`src/rtl/gouram_tracker_pkg.sv`:
```
// Shared types and helpers for the signal tracker history buffer.
// Holds the request state encoding and the circular address computation.
package gouram_tracker_pkg;

  localparam int unsigned DEFAULT_BUFFER_DEPTH = 64;
  localparam int unsigned PTR_WIDTH = $clog2(DEFAULT_BUFFER_DEPTH);

  typedef enum logic [1:0] {
    StIdle,
    StRead,
    StDone
  } state_e;

  // Slot holding the entry recorded k cycles before the cycle whose write pointer is wr_ptr.
  function automatic logic [31:0] wrap_addr(input logic [31:0] wr_ptr, input logic [31:0] k,
                                            input int unsigned depth);
    return (wr_ptr - k) & (depth - 1);
  endfunction

endpackage

```
`src/rtl/signal_history_ram.sv`:
```
// Simple dual-port RAM: one write port, one registered read port, no reset on contents.
module signal_history_ram #(
  parameter int unsigned WIDTH = 1,
  parameter int unsigned DEPTH = 64,
  parameter int unsigned AW    = $clog2(DEPTH)
) (
  input  logic          clk,
  input  logic          we,
  input  logic [AW-1:0] waddr,
  input  logic [WIDTH-1:0] wdata,
  input  logic          re,
  input  logic [AW-1:0] raddr,
  output logic [WIDTH-1:0] rdata
);

  logic [WIDTH-1:0] mem [DEPTH];

  always_ff @(posedge clk) begin
    if (we) begin
      mem[waddr] <= wdata;
    end
    if (re) begin
      rdata <= mem[raddr];
    end
  end

endmodule

```
`src/rtl/signal_history_buffer.sv`:
```
// Circular per-cycle history of tracked_signal with a two-cycle lookback query port.
// Requests are range-checked at acceptance; out-of-range lookbacks return zero with an error.
module signal_history_buffer
  import gouram_tracker_pkg::*;
#(
  parameter int unsigned TRACKED_SIGNAL_WIDTH = 1,
  parameter int unsigned BUFFER_DEPTH         = DEFAULT_BUFFER_DEPTH
) (
  input  logic                            clk,
  input  logic                            rst_n,
  input  logic [TRACKED_SIGNAL_WIDTH-1:0] tracked_signal,
  input  logic [31:0]                     cycles_back_to_recall,
  input  logic                            recalculate_back_cycle,
  output logic [TRACKED_SIGNAL_WIDTH-1:0] signal_recall,
  output logic                            data_valid,
  output logic                            recall_error,
  output logic                            busy
);

  localparam int unsigned PtrW  = $clog2(BUFFER_DEPTH);
  localparam int unsigned FillW = PtrW + 1;
  localparam logic [FillW-1:0] FillMax = FillW'(BUFFER_DEPTH);
  localparam logic [FillW-1:0] KMax    = FillW'(BUFFER_DEPTH - 2);

  state_e state_q, state_d;

  logic [PtrW-1:0]                 wr_ptr_q;
  logic [FillW-1:0]                fill_q;
  logic [FillW-1:0]                k_limit;
  logic [PtrW-1:0]                 req_addr;
  logic [PtrW-1:0]                 rd_addr_q;
  logic                            err_q;
  logic                            req_ok;
  logic                            accept;
  logic                            rd_en;
  logic [TRACKED_SIGNAL_WIDTH-1:0] rd_data;
  logic [TRACKED_SIGNAL_WIDTH-1:0] recall_q;
  logic                            recall_err_q;
  logic signed [32:0]              k_ext;
  logic signed [32:0]              limit_ext;

  // Recording runs every cycle regardless of request state.
  always_ff @(posedge clk or negedge rst_n) begin
    if (!rst_n) begin
      wr_ptr_q <= '0;
      fill_q   <= '0;
    end else begin
      wr_ptr_q <= wr_ptr_q + PtrW'(1);
      if (fill_q != FillMax) begin
        fill_q <= fill_q + FillW'(1);
      end
    end
  end

  // Sign-extend to 33 bits so negative lookbacks fail the lower bound instead of wrapping.
  always_comb begin
    k_limit   = (fill_q > KMax) ? KMax : fill_q;
    k_ext     = signed'({cycles_back_to_recall[31], cycles_back_to_recall});
    limit_ext = signed'(33'(k_limit));
    req_ok    = !k_ext[32] && (k_ext <= limit_ext);
  end

  assign req_addr = PtrW'(wrap_addr(32'(wr_ptr_q), cycles_back_to_recall, BUFFER_DEPTH));
  assign accept   = recalculate_back_cycle && (state_q != StRead);
  assign rd_en    = (state_q == StRead) && !err_q;

  always_ff @(posedge clk or negedge rst_n) begin
    if (!rst_n) begin
      rd_addr_q <= '0;
      err_q     <= 1'b0;
    end else if (accept) begin
      rd_addr_q <= req_addr;
      err_q     <= !req_ok;
    end
  end

  signal_history_ram #(
    .WIDTH(TRACKED_SIGNAL_WIDTH),
    .DEPTH(BUFFER_DEPTH),
    .AW   (PtrW)
  ) u_ram (
    .clk  (clk),
    .we   (rst_n),
    .waddr(wr_ptr_q),
    .wdata(tracked_signal),
    .re   (rd_en),
    .raddr(rd_addr_q),
    .rdata(rd_data)
  );

  always_ff @(posedge clk or negedge rst_n) begin
    if (!rst_n) begin
      state_q <= StIdle;
    end else begin
      state_q <= state_d;
    end
  end

  always_comb begin
    state_d = state_q;
    unique case (state_q)
      StIdle:  state_d = recalculate_back_cycle ? StRead : StIdle;
      StRead:  state_d = StDone;
      StDone:  state_d = recalculate_back_cycle ? StRead : StIdle;
      default: state_d = StIdle;
    endcase
  end

  // Results are visible combinationally in DONE and held in registers afterwards.
  always_comb begin
    data_valid    = (state_q == StDone);
    busy          = (state_q == StRead);
    signal_recall = recall_q;
    recall_error  = recall_err_q;
    if (state_q == StDone) begin
      signal_recall = err_q ? '0 : rd_data;
      recall_error  = err_q;
    end
  end

  always_ff @(posedge clk or negedge rst_n) begin
    if (!rst_n) begin
      recall_q     <= '0;
      recall_err_q <= 1'b0;
    end else if (state_q == StDone) begin
      recall_q     <= signal_recall;
      recall_err_q <= recall_error;
    end
  end

endmodule

```
`config.mk`:
```
export PLATFORM = sky130hd
export DESIGN_NAME = signal_history_buffer
export DESIGN_NICKNAME = d
export VERILOG_FILES = /design/src/rtl/gouram_tracker_pkg.sv /design/src/rtl/signal_history_ram.sv /design/src/rtl/signal_history_buffer.sv
export SDC_FILE = /design/constraint.sdc
export NUM_CORES = 1
export LEC_CHECK = 0
export CORE_ASPECT_RATIO = 1.5
export CORE_MARGIN = 2
export CORE_UTILIZATION = 50
export CTS_CLUSTER_DIAMETER = 120
export DETAILED_ROUTE_END_ITERATION = 16
export PLACE_DENSITY = 0.71
export SYNTH_ARGS = -nofsm -noshare
export SYNTH_HDL_FRONTEND = slang
export SYNTH_HIERARCHICAL = 1
export SYNTH_SLANG_ARGS = --single-unit
```
`constraint.sdc`:
```
create_clock -name clk -period 4.4 [get_ports clk]
set_clock_uncertainty 0.05 [all_clocks]
set_input_delay 0.88 -clock clk [delete_from_list [all_inputs] [get_ports clk]]
set_output_delay 0.88 -clock clk [all_outputs]
set_load 0.02 [all_outputs]
```
* Word-level counts from Yosys, hierarchy flattened
Memory sizes are Yosys's and may differ from the RTL's. A register that Yosys moved wholly into a read port is not among the register bits. Index checks and enable logic that the tools add are counted.
Storage, ports and cells: memories kept 1, bits in writable memories 64, input bits 36, bits in latches 0, logic and storage cells 33, ROM bits 0, flip-flop bits (word level) 24
Memory list:
- u_ram.mem | words 64, width 1, read ports 1, clocked after memory_dff 1, wr ports 1, RTL line signal_history_ram.sv:16 | logic [WIDTH-1:0] mem [DEPTH];
Cells by class: $mul 0, shift-type cells 0, mux-type cells 8, bitwise operators 0, divide/modulo/power cells 0, reductions and logical operators 8, add/subtract/negate cells 3, order comparisons 2, equality and inequality tests 4
Operators with widths (number):
- $le A32 B8 Y1 | 1
- $add A7 B1 Y7 const B | 1
- $gt A7 B6 Y1 const B | 1
- $mux W7 | 1
- $ne A7 B7 Y1 const B | 1
- $add A6 B1 Y6 const B | 1
- $mux W1 | 6
- $sub A6 B6 Y6 | 1
- $pmux W2 S2 | 1
- $logic_and A1 B1 Y1 | 3
- $logic_not A1 Y1 | 3
- $eq A2 B1 Y1 const B | 1
- $eq A2 B2 Y1 const B | 1
- $logic_not A2 Y1 | 1
- $ne A2 B1 Y1 const B | 1
- $reduce_or A2 Y1 | 1

* Longest topological paths before layout
Gate-level depths: netlist of run 1.
depth after elaboration 5, depth in mapped cells 10, depth with buffers taken out 10

* Modules after synthesis
Netlist of run 1, hierarchy kept.
Modules (own cells, without submodules):
- signal_history_ram | area each 2924.1 um^2, seq. area each 1951.9 um^2, cells an instance 204, instances 1
- signal_history_buffer | area each 1423.9 um^2, seq. area each 600.6 um^2, cells an instance 146, instances 1

* Worst setup path before layout of run 1
No wires, ideal clock.
path kind register to register, start register rd_addr_q[1], end register u_ram.rdata (read register of u_ram.mem), data pin, cell stages (with the launch flop) 6, arrival 1.877 ns, path buffers 1, data required time 4.093 ns, setup slack 2.216 ns, cells stage by stage dfrtp_1 -> buf_6 -> mux4_2 -> mux4_2 -> or2_0 -> a32o_1
RTL lines:
- from (decl) | RTL line signal_history_buffer.sv:31 | logic [PtrW-1:0] rd_addr_q;
- from (signal assigned) | RTL line signal_history_buffer.sv:72 | rd_addr_q <= req_addr;
- to (decl) | RTL line signal_history_ram.sv:13 | output logic [WIDTH-1:0] rdata

* Worst setup path in the final report of run 1
start input port rst_n, end memory u_ram.mem[59], enable pin
On the way: longest elaborated chain between the ends 2
Ends and longest elaborated chain:
- from (decl) | RTL line signal_history_buffer.sv:10 | input logic rst_n,
- $mux W1 | RTL line signal_history_ram.sv:19 | if (we) begin
- $mux W1 (implied by the code) | RTL line signal_history_ram.sv:20 | mem[waddr] <= wdata;
- to (decl) | RTL line signal_history_ram.sv:16
Every way passes these cells.

==> impl_metrics.env, run 1 <==
export IMPL_final_common_cell="nor2_1"
export IMPL_antenna_found_initial=0
export IMPL_run_status="completed"
export IMPL_yosys_area_top_type_share_pct=44.9
export IMPL_cts_root_buffer="clkbuf_16"
export IMPL_grt_max_degree=65
export IMPL_viasPerCell=5.79
export IMPL_multi_input_area_um2=1690
export IMPL_drive_gt1_share_pct=7.38
export IMPL_fillerInstances=694
export IMPL_slew_headroom_pct=38.7
export IMPL_seqCellArea_um2=2550
export IMPL_cp_max_fo=21
export IMPL_remaining_drc_errors=0
export IMPL_final_cell_mix="73 x nor2_1, 65 x edfxtp_1, 39 x clkdlybuf4s50_1, 24 x dfrtp_1, 20 x nand2_1"
export IMPL_dp_hpwl_um=6310
export IMPL_routedWlPerCell_um=17.7
export IMPL_fin_crit_ps=2910
export IMPL_fmax_mhz=344
export IMPL_hold_end="state_q[0]"
export IMPL_peakVddDrop_mv=0.202
export IMPL_cts_tree="built"
export IMPL_die_area_um2=9470
export IMPL_hold_viol_final=0
export IMPL_critPathKind="in -> reg"
export IMPL_slowest_stage="clkdlybuf4s50_1"
export IMPL_drt_iter0_drc=189
export IMPL_fin_crit_sh_pct=66.1
export IMPL_cts_resized=0
export IMPL_netlist_top_cells_area="edfxtp_1 45%, dfrtp_1 14%, nor2_1 6.3%"
export IMPL_first_global_vias=3064
export IMPL_r2r_start="rd_addr_q[1]"
export IMPL_slowest_delay_ps=1070
export IMPL_cp_data_required_time_ps=4390
export IMPL_core_area_um2=8410
export IMPL_worstPathCellList="clkdlybuf4s50_1 -> nor2b_1 -> nand3_1 -> nor2_1"
export IMPL_antennaDiodeCount=0
export IMPL_syn_area_um2=4350
export IMPL_clk_latency_ps=330
export IMPL_hold_path_depth=1
export IMPL_rsz0062_at_grt="no"
export IMPL_syn_nets=403
export IMPL_wl_um=8840
export IMPL_power_mw=1.86
export IMPL_worst_pin_slew_ps=917
export IMPL_final_net_count=441
export IMPL_async_flop_share_pct=27.0
export IMPL_area_growth_pct=17.6
export IMPL_die_h_um=118
export IMPL_synth_distinct_cells=45
export IMPL_post_cts_setup_buffer_count=0
export IMPL_floorplan_rows=41
export IMPL_ys_warn_count=6
export IMPL_vias=2897
export IMPL_cp_end_kind="flop"
export IMPL_ys_ff_latch=89
export IMPL_htree_levels=3
export IMPL_drtAntennaViolNets=0
export IMPL_leakagePower_nw=1.83
export IMPL_rr_endpoint="u_ram/rdata"
export IMPL_critPathArrivalTime_ps=2890
export IMPL_io_pin_count=40
export IMPL_max_cap_violations=0
export IMPL_initial_core_util_pct=51.7
export IMPL_synth_edff_count=65
export IMPL_hold_path_class="reg -> reg"
export IMPL_powerDensity_nw_per_um2=363
export IMPL_synth_top_area_cell="edfxtp_1"
export IMPL_finalSetupViolations=0
export IMPL_ys_flop_type="edfxtp_1"
export IMPL_reg2reg_setup_slack_ps=1750
export IMPL_grt_total_usage_pct=20.7
export IMPL_ff2ff_path_depth=4
export IMPL_postCtsHoldBufs=0
export IMPL_min_from="state_q[0]"
export IMPL_clockBufferDepth=2
export IMPL_clock_sinks=89
export IMPL_syn_inst=350
export IMPL_cts_made_buffers=9
export IMPL_dr_pass1_iters=4
export IMPL_synth_avg_cell_area_um2=12.4
export IMPL_gp_congestion=0.765
export IMPL_final_max_slew_viol_count=0
export IMPL_dieWidth_um=80.1
export IMPL_tns_ps=0
export IMPL_grt_pass1_wl_um=14700
export IMPL_ys_seq_area_share_pct=58.7
export IMPL_portBuffers=39
export IMPL_setup_worst_path_start_class="input pin"
export IMPL_path_clk_slew_ps=60
export IMPL_grt_overflow=0
power by group:
group	switching [mW]	internal [mW]
combinational	0.0702	0.103
clock	0.293	0.436
sequential	0.0403	0.914
sequential cells by signal, indices dropped and copies added (netlist names):
signal / cells
u_ram/mem: 64
fill_q: 7
rd_addr_q: 6
wr_ptr_q: 6
state_q: 2
err_q: 1
recall_err_q: 1
recall_q: 1
u_ram/rdata: 1
worst max-delay path: cells and delay by family:
family / cells / cell delay (ps)
and+or+nand+nor: 3 / 940
buffers and inverters: 1 / 1070
cells in the mapped netlist, types with 2 or more instances:
| cell type | instances |
|---|---|
| mux4_2 | 10 |
| nor4_1 | 7 |
| a22oi_1 | 3 |
| nand4_1 | 5 |
| o21a_1 | 4 |
| dfrtp_1 | 24 |
| ha_1 | 16 |
| nand3b_1 | 4 |
| nand2b_1 | 4 |
| nand2_1 | 20 |
| nor3_1 | 6 |
| nor2b_1 | 7 |
| a21oi_1 | 4 |
| o21ai_0 | 10 |
| and3_1 | 2 |
| inv_1 | 13 |
| nand3_1 | 18 |
| nor2_1 | 73 |
| nand4b_1 | 2 |
| xnor2_1 | 10 |
| xor2_1 | 3 |
| edfxtp_1 | 65 |
| mux4_1 | 7 |
| clkbuf_1 | 12 |
worst max-delay path by stage:
stage                    end          from  slack, ps
2_1_floorplan    u_ram/rdata  rd_addr_q[1]       2220
3_3_place_gp   u_ram/mem[27]         rst_n       1170
3_5_place_dp   u_ram/mem[59]         rst_n       1100
4_1_cts        u_ram/mem[59]         rst_n       1450
5_1_grt        u_ram/mem[51]         rst_n       1290
6_report       u_ram/mem[59]         rst_n       1490
cells by family after synthesis:
logic type      Yosys count  synth area share, %
flops                    89                 58.7
simple gates            155                 16.8
other cells               1               0.0862
compound gates           31                 4.75
buf+inv                  27                 2.53
xor+xnor                 13                 2.62
fa+ha+maj                17                 5.06
mux                      17                 9.41
area by class of cell:
type	count	share of cell area [%]
inverter	13	0.954
multi-input combinational	234	33.0
tap	107	2.62
timing repair buffer	41	7.93
clock inverter	6	1.15
clock buffer	10	4.48
sequential	89	49.9
metrics by stage:
stage | hold WS (ps) | cell area [µm²] | setup WS (ps) | utilization [%] | std cells
after floorplan | 367 | 4350 | 2220 | - | 350
after global placement | 381 | 4830 | 1170 | 57.4 | 484
after detailed placement | 394 | 4830 | 1100 | 57.4 | 484
after CTS | 404 | 5110 | 1450 | 60.8 | 500
after global routing | 419 | 5110 | 1290 | 60.8 | 500
final | 399 | 5110 | 1490 | 60.8 | 500
per-layer routing:
layer  GRT usage [%]  wire length, µm  part of all wire [%]
met1            23.8             3240                    37
met2            36.5             4920                    56
met3            4.66              458                   5.2
met4            8.69              217                   2.5
met5               0                0                     0
Note: power is estimated with default switching activity, not from simulation.
==> run 2: changes to the inputs <==
PLACE_DENSITY = 0.74   (was 0.71)
clock period = 2.6 ns   (was 4.4 ns; I/O delays follow)
==> run 2 against run 1 <==
Sequential cell count did not move. Die area did not move. Via count rose by 0.79%. Core utilization rose by 0.94 points. Global-route usage rose by 0.13 points. Power rose by 78%. Sequential power rose by 65%. Cell count rose by 1.2%. Critical path type is now reg -> reg.
==> impl_metrics.env, run 2 (synthesis gave the netlist of run 1 again) <==
export IMPL_die_h_um=118
export IMPL_antenna_found_initial=0
export IMPL_first_global_vias=3001
export IMPL_postCtsHoldBufs=0
export IMPL_critPathArrivalTime_ps=2400
export IMPL_cp_max_fo=6
export IMPL_reg2reg_setup_slack_ps=220
export IMPL_fin_crit_sh_pct=91.5
export IMPL_hold_path_depth=1
export IMPL_core_area_um2=8410
export IMPL_leakagePower_nw=1.88
export IMPL_p_seq_share_pct=47.9
export IMPL_vias=2920
export IMPL_final_cell_mix="73 x nor2_1, 65 x edfxtp_1, 39 x clkdlybuf4s50_1, 24 x dfrtp_1, 20 x nand2_1"
export IMPL_path_clk_slew_ps=60
export IMPL_dieWidth_um=80.1
export IMPL_top_register="u_ram/mem"
export IMPL_grt_pass1_wl_um=14600
export IMPL_pre_cts_ws_ps=181
export IMPL_die_area_um2=9470
export IMPL_fmax_mhz=421
export IMPL_cts_resized=0
export IMPL_final_max_slew_viol_count=0
export IMPL_min_from="state_q[0]"
export IMPL_p_sw_mw=0.705
export IMPL_remaining_drc_errors=0
export IMPL_setup_worst_path_start_class="flop"
export IMPL_fin_crit_ps=2380
export IMPL_post_cts_setup_buffer_count=0
export IMPL_finalSetupViolations=0
export IMPL_drt_iter0_drc=294
export IMPL_slew_headroom_pct=64.3
export IMPL_run_status="completed"
export IMPL_r2r_start="rd_addr_q[1]"
export IMPL_setup_slack_ps=222
export IMPL_critPathKind="reg -> reg"
export IMPL_grt_max_degree=65
export IMPL_worst_pin_slew_ps=536
export IMPL_viasPerCell=5.77
export IMPL_rr_endpoint="u_ram/rdata"
export IMPL_ff2ff_path_depth=4
export IMPL_dr_pass1_iters=4
export IMPL_routedWlPerCell_um=17.5
export IMPL_final_common_cell="nor2_1"
export IMPL_powerDensity_nw_per_um2=636
export IMPL_io_pin_count=40
export IMPL_hold_viol_final=0
export IMPL_gp_congestion=0.836
export IMPL_drive_gt1_share_pct=9.27
export IMPL_pwr_share_comb_pct=10.2
export IMPL_cp_end_kind="flop"
export IMPL_hold_path_class="reg -> reg"
export IMPL_floorplan_rows=41
export IMPL_path_buf_inv=0
export IMPL_cts_tree="built"
export IMPL_grt_total_usage_pct=20.9
export IMPL_slowest_delay_ps=600
export IMPL_area_growth_pct=19.4
export IMPL_p_sw_share_pct=21.4
export IMPL_p_clk_share_pct=41.8
export IMPL_initial_core_util_pct=51.7
export IMPL_final_net_count=447
export IMPL_antennaDiodeCount=0
export IMPL_crit_family="multiplexers"
export IMPL_reg_largest_list="u_ram/mem (64), fill_q (7)"
export IMPL_largest_reg_flops=64
export IMPL_cp_data_required_time_ps=2630
export IMPL_peakVddDrop_mv=0.358
export IMPL_cts_made_buffers=9
export IMPL_grt_overflow=0
export IMPL_internal_power_mw=2.60
export IMPL_hold_end="state_q[0]"
export IMPL_cts_root_buffer="clkbuf_16"
export IMPL_clockBufferDepth=2
export IMPL_clock_sinks=89
export IMPL_clk_latency_ps=340
export IMPL_slowest_stage="mux4_1"
export IMPL_wl_um=8870
export IMPL_tns_ps=0
export IMPL_drtAntennaViolNets=0
export IMPL_worstPathCellList="mux4_1 -> mux4_2 -> or2_0 -> a32o_1"
export IMPL_max_cap_violations=0
export IMPL_portBuffers=39
export IMPL_rsz0062_at_grt="no"
export IMPL_htree_levels=3
export IMPL_dp_hpwl_um=6340
[run 2: power by group through the flow]
stage                     combinational (mW)  sequential (mW)  clock (mW)
after floorplan                        0.206             1.59           0
after global placement                 0.332             1.61           0
after detailed placement               0.343             1.61           0
after CTS                              0.345             1.58        1.39
after global routing                   0.368             1.59        1.46
final                                  0.338             1.58        1.38
[run 2: stage by stage]
step	power, mW	instance area [µm²]	instances	hold WS [ps]	util [%]
2_1_floorplan	1.80	4350	350	174	-
3_3_place_gp	1.94	4870	490	382	57.9
3_5_place_dp	1.95	4870	490	402	57.9
4_1_cts	3.32	5190	506	410	61.7
5_1_grt	3.41	5190	506	434	61.7
6_report	3.30	5190	506	407	61.7
[run 2: routing by layer]
| metal | part of all wire [%] | global-route usage, % | vias to the layer above |
|---|---|---|---|
| li1 | - | - | 1365 |
| met1 | 36 | 23.8 | 1426 |
| met2 | 55 | 36.7 | 109 |
| met3 | 5.5 | 4.50 | 20 |
| met4 | 3.1 | 9.32 | 0 |
| met5 | 0 | 0 | - |
[run 2: worst max-delay path by stage]
stage / startpoint / endpoint / cells after the start
2_1_floorplan: rd_addr_q[1] / u_ram/rdata / 5
3_3_place_gp: rd_addr_q[1] / u_ram/rdata / 4
3_5_place_dp: rd_addr_q[1] / u_ram/rdata / 4
4_1_cts: rd_addr_q[1] / u_ram/rdata / 4
5_1_grt: rd_addr_q[1] / u_ram/rdata / 4
6_report: rd_addr_q[1] / u_ram/rdata / 4
[run 2: layout make-up]
type / instances / area, µm²
Fill cell: 679 / 3220
Sequential cell: 89 / 2550
Multi-Input combinational cell: 234 / 1690
Timing Repair Buffer: 47 / 450
Clock buffer: 11 / 243
Tap cell: 107 / 134
Clock inverter: 5 / 78.8
Inverter: 13 / 48.8
==> run 3: changes to the inputs <==
SKIP_CTS_REPAIR_TIMING = 1   (was not set)
==> results of run 3 <==
The final DEF is identical to that of run 2; final timing and power are the same.
